## src/rtl/wb_sequencer_pkg.sv

```systemverilog
// wb_sequencer_pkg: shared selector constants, FSM encoding and defaults for wb_sequencer
package wb_sequencer_pkg;
  typedef enum logic [1:0] {IDLE, SEL, WRITE} state_t;
  localparam logic [2:0] SEL_EXC  = 3'd0;
  localparam logic [2:0] SEL_SRC1 = 3'd1;
  localparam logic [2:0] SEL_SRC2 = 3'd2;
  localparam logic [2:0] SEL_SRC3 = 3'd3;
  localparam logic [2:0] SEL_SRC4 = 3'd4;
  localparam logic [2:0] SEL_SRC5 = 3'd5;
  localparam logic [2:0] SEL_SRC6 = 3'd6;
  localparam logic [2:0] SEL_SRC7 = 3'd7;
  localparam logic [4:0] EXC_REG_DEF = 5'd31;
  function automatic logic [6:0] src_onehot(input logic [2:0] sel);
    return sel == SEL_EXC ? 7'd0 : 7'(7'd1 << (sel - SEL_SRC1));
  endfunction
endpackage

```

## src/rtl/wb_sequencer_rr_arbiter7.sv

```systemverilog
// rr_arbiter7: combinational 7-way round-robin winner, ptr names the highest-priority bit
module rr_arbiter7 (
  input  logic [6:0] req,
  input  logic [2:0] ptr,
  output logic       any,
  output logic [2:0] idx
);
  always_comb begin
    any = |req;
    idx = '0;
    for (int k = 6; k >= 0; k--)
      if (req[(int'(ptr) + k) % 7]) idx = 3'((int'(ptr) + k) % 7);
  end
endmodule

```

## src/rtl/wb_sequencer.sv

```systemverilog
// wb_sequencer: arbitrates write-back sources and the exception path into one register-file write port
module wb_sequencer
  import wb_sequencer_pkg::*;
#(
  parameter logic [4:0] EXC_REG = EXC_REG_DEF
) (
  input  logic        clk,
  input  logic        reset_n,
  input  logic [6:0]  req,
  input  logic [34:0] dst,
  input  logic        exc_req,
  input  logic        stall,
  output logic [6:0]  gnt,
  output logic        exc_gnt,
  output logic [2:0]  wd_sel,
  output logic [4:0]  write_reg,
  output logic        reg_write,
  output logic        busy
);
  state_t state, nxt;
  logic [2:0] ptr, widx, sidx, win_idx, cidx;
  logic [4:0] wdst, win_dst, cdst;
  logic       sany, go;
  logic [6:0] gnt_d;
  logic       exc_gnt_d, reg_write_d, busy_d;
  logic [2:0] wd_sel_d;
  logic [4:0] write_reg_d;

  rr_arbiter7 u_arb (.req(req), .ptr(ptr), .any(sany), .idx(sidx));

  assign go      = (exc_req || sany) && !stall;
  assign win_idx = exc_req ? SEL_EXC : sidx + 3'd1;
  assign win_dst = exc_req ? EXC_REG : dst[int'(sidx)*5 +: 5];

  always_ff @(posedge clk or negedge reset_n) begin
    if (!reset_n) begin
      state <= IDLE;
      widx  <= '0;
      wdst  <= '0;
      ptr   <= '0;
    end else begin
      state <= nxt;
      if (state == IDLE && go) begin
        widx <= win_idx;
        wdst <= win_dst;
      end
      if (state == WRITE && widx != SEL_EXC) ptr <= widx == SEL_SRC7 ? 3'd0 : widx;
    end
  end

  always_comb
    nxt = state == IDLE ? (go ? SEL : IDLE) : state == SEL ? (stall ? SEL : WRITE) : IDLE;

  // outputs are registered, so they are derived from the state being entered
  always_comb begin
    cidx        = state == IDLE ? win_idx : widx;
    cdst        = state == IDLE ? win_dst : wdst;
    busy_d      = nxt != IDLE;
    wd_sel_d    = busy_d ? cidx : 3'd0;
    write_reg_d = busy_d ? cdst : 5'd0;
    reg_write_d = nxt == WRITE && cdst != 5'd0;
    gnt_d       = nxt == WRITE ? src_onehot(cidx) : 7'd0;
    exc_gnt_d   = nxt == WRITE && cidx == SEL_EXC;
  end

  always_ff @(posedge clk or negedge reset_n) begin
    if (!reset_n) begin
      gnt       <= '0;
      exc_gnt   <= 1'b0;
      wd_sel    <= '0;
      write_reg <= '0;
      reg_write <= 1'b0;
      busy      <= 1'b0;
    end else begin
      gnt       <= gnt_d;
      exc_gnt   <= exc_gnt_d;
      wd_sel    <= wd_sel_d;
      write_reg <= write_reg_d;
      reg_write <= reg_write_d;
      busy      <= busy_d;
    end
  end
endmodule

```

## config.mk

```make
export PLATFORM = sky130hd
export DESIGN_NAME = wb_sequencer
export DESIGN_NICKNAME = d
export VERILOG_FILES = /design/src/rtl/wb_sequencer_pkg.sv /design/src/rtl/wb_sequencer_rr_arbiter7.sv /design/src/rtl/wb_sequencer.sv
export SDC_FILE = /design/constraint.sdc
export NUM_CORES = 1
export LEC_CHECK = 0
export CAP_MARGIN = 20
export CORE_ASPECT_RATIO = 1.1
export CORE_UTILIZATION = 32
export DETAILED_ROUTE_END_ITERATION = 8
export GPL_ROUTABILITY_DRIVEN = 1
export PLACE_DENSITY_LB_ADDON = 0.15
export SYNTH_ARGS = -nofsm -noshare
export SYNTH_HDL_FRONTEND = slang
export SYNTH_SLANG_ARGS = --single-unit
```

## constraint.sdc

```tcl
create_clock -name clk -period 11.2 [get_ports clk]
set_input_delay 3.36 -clock clk [delete_from_list [all_inputs] [get_ports clk]]
set_output_delay 3.36 -clock clk [all_outputs]
set_load 0.05 [all_outputs]
```

==> impl_metrics.env <==
export IMPL_synth_area_um2=3641
export IMPL_drt_wl_total_mm=10.68
export IMPL_cp_slowest_cell="clkdlybuf4s50_1"
export IMPL_critPathRequiredTime_ps=11370
export IMPL_insertion_delay_ps=270
export IMPL_drv_slew=0
export IMPL_drive_gt1_share_pct=10.72
export IMPL_wl_per_cell_um=16.89
export IMPL_min_path_type="reg2reg"
export IMPL_core_area_um2=11010
export IMPL_cts_tree="built"
export IMPL_synthTopCellsByCount="nand2_1 (34), nor2_1 (32), dfrtp_1 (31), mux2i_1 (27)"
export IMPL_setup_viol=0
export IMPL_crit_family="compound AO/OA/AOI/OAI gates"
export IMPL_synth_seq_cells=31
export IMPL_fmax_ghz=0.1373
export IMPL_numCtsBuffers=5
export IMPL_hold_viol=0
export IMPL_postCtsSetupRepairBufs=0
export IMPL_grt_pass1_vias=3568
export IMPL_clock_root_buffer="clkbuf_16"
export IMPL_synthesis_nets=497
export IMPL_nets=551
export IMPL_antenna_found_initial=0
export IMPL_cts_sinks=31
export IMPL_synth_edf_count=0
export IMPL_clockBufferDepth=2
export IMPL_grt_use_total_pct=18.45
export IMPL_max_cap_viol_count=0
export IMPL_die_area_um2=11810
export IMPL_drt_pass1_iterations=5
export IMPL_pin_count=64
export IMPL_hpwl_mm=8.341
export IMPL_n_antenna_cell=0
export IMPL_start_kind="input port"
export IMPL_min_period_ps=7283
export IMPL_htreeDepth=2
export IMPL_ys_seq_area_share_pct=21.31
export IMPL_route_detailed_drc=0
export IMPL_relSlewSlack_pct=59.81
export IMPL_fin_skew_ps=3.497
export IMPL_row_count=40
export IMPL_die_w_um=103.7
export IMPL_cp_cell_sequence="clkdlybuf4s50_1 -> mux4_2 -> mux2i_1 -> a21oi_1 -> a311oi_2 -> o211ai_1 -> nand4_1 -> a311o_1 -> inv_4 -> ha_1 -> xnor2_1 -> nor3_1 -> a21oi_1 -> ha_1 -> nor2_1 -> nor4b_1"
export IMPL_cts_resized=0
export IMPL_ant_nets=0
export IMPL_outcome="finished clean"
export IMPL_fin_crit_sh_pct=65.03
export IMPL_first_iter_violations=227
export IMPL_largest_reg_flops=7
export IMPL_yosysMostFrequentCell="nand2_1"
export IMPL_grt_pass1_wl_mm=17.68
export IMPL_slowest_delay_ps=630
export IMPL_synth_area_top_cells="dfrtp_1 (21%), mux2i_1 (7.4%), ha_1 (7.2%)"
export IMPL_synth_area_leader_cell="dfrtp_1"
export IMPL_clkTransAtPathRegs_ps=50
export IMPL_rsz0062_at_grt="no"
export IMPL_syn_inst=430
export IMPL_gp_congestion=0.8676
export IMPL_crit_fanout=9
export IMPL_synth_top_area_share_pct=21.31
export IMPL_start_util_pct=33.07
export IMPL_areaGrowthSynthToFinish_pct=25.19
export IMPL_hold_buffers=0
export IMPL_vias_per_cell=5.642
export IMPL_overflow=0
export IMPL_setup_tns_ps=0
export IMPL_r2r_setup_slack_ps=4850
export IMPL_vias=3566
export IMPL_nFillCells=1126
export IMPL_cp_num_buf_inv=2
export IMPL_synth_flop_cell="dfrtp_1"
export IMPL_synth_area_per_cell_um2=8.467
export IMPL_critPathKind="in2reg"
export IMPL_grt_max_degree=37
export IMPL_worstMarginPinSlew_ps=596.6
export IMPL_die_y_um=113.9
export IMPL_cp_data_arrival_time_ps=7450
export IMPL_port_buffers=63
export IMPL_yosysWarnings=0
export IMPL_ys_async_sr_fraction_pct=100.0
export IMPL_worst_setup_path_end_kind="flop"
export IMPL_ys_types=78
## cell type report
cell class	instances	area [um^2]	share of cell area, %
flip-flops and latches	31	775.7	17.02
inverters	20	82.58	1.812
well taps	147	183.9	4.035
repair buffers	66	653.1	14.33
multi-input cells	360	2689	58.99
clock buffers	6	138.9	3.047
clock inverters	2	35.03	0.7686
## final timing paths
kind                       cells after the start                     end                 from
hold / removal                                 1     wdst[1]$_DFFE_PN0P_  wdst[1]$_DFFE_PN0P_
setup reg to reg                              23        gnt[4]$_DFF_PN0_   ptr[1]$_DFFE_PN0P_
hold reg to reg                                1     wdst[1]$_DFFE_PN0P_  wdst[1]$_DFFE_PN0P_
setup / recovery                              16        gnt[4]$_DFF_PN0_               req[3]
min in group asynchronous                      2  write_reg[3]$_DFF_PN0_              reset_n
max in group asynchronous                      2      state[0]$_DFF_PN0_              reset_n
## cells by family (layout without fill, tap and decap cells)
kind of cell | after synthesis | count (layout) | share of synthesized area [%]
AO/OA/AOI/OAI | 136 | 136 | 28.45
XOR/XNOR | 12 | 12 | 3.299
adder cells (fa/ha/maj) | 21 | 21 | 7.216
buffers and inverters | 39 | 94 | 4.845
flip-flops | 31 | 31 | 21.31
multiplexers | 44 | 44 | 14.12
AND/OR/NAND/NOR | 147 | 147 | 20.76
## worst reg2reg max path, stage by stage (launching register included)
cell	delay, ps
dfrtp_1	710
inv_1	300
ha_1	360
xnor2_2	390
ha_1	230
ha_1	310
a31oi_1	90
xnor2_1	240
ha_1	310
o21a_1	260
a2bb2oi_1	110
mux2i_1	400
o211ai_1	160
o211ai_1	220
a22o_1	190
a311o_1	470
inv_4	140
ha_1	240
xnor2_1	140
nor3_1	190
a21oi_1	90
ha_1	230
nor2_1	220
nor4b_1	260
## layout by cell type (no fill, tap or decap), drive strengths merged, types with 5 or more instances in the layout
| master | n |
|---|---|
| mux2 | 13 |
| nand2 | 34 |
| nand3 | 14 |
| a31oi | 7 |
| nor3 | 5 |
| xnor2 | 9 |
| clkbuf | 6 |
| and2 | 7 |
| o21a | 5 |
| o22a | 5 |
| o21ai | 21 |
| a21o | 6 |
| nor2b | 10 |
| dfrtp | 31 |
| a21oi | 21 |
| clkdlybuf4s50 | 63 |
| ha | 21 |
| o211ai | 10 |
| inv | 20 |
| mux2i | 27 |
| nand2b | 14 |
| and3 | 9 |
| nor2 | 32 |
## per-layer routing
metal	routed length [um]	share of wire [%]	GRT usage, %
met5	0	0	0
met4	310	2.9	7.619
met1	4528	42	21.80
met2	5366	50	33.56
met3	470	4.4	2.743
## stage by stage
step	utilization [%]	instance area [um^2]	worst slack, ps	hold WS, ps	cells
2_1_floorplan	-	3641	4585	473.2	430
3_3_place_gp	39.82	4384	3763	485.2	624
3_5_place_dp	39.82	4384	3620	489.5	624
4_1_cts	41.40	4558	3919	499.9	632
5_1_grt	41.40	4558	3605	532.4	632
6_report	41.40	4558	3917	497.7	632
Power is left out: the tool's default activity adds up to more than one toggle a clock period on the data nets, which glitch-free logic cannot reach.
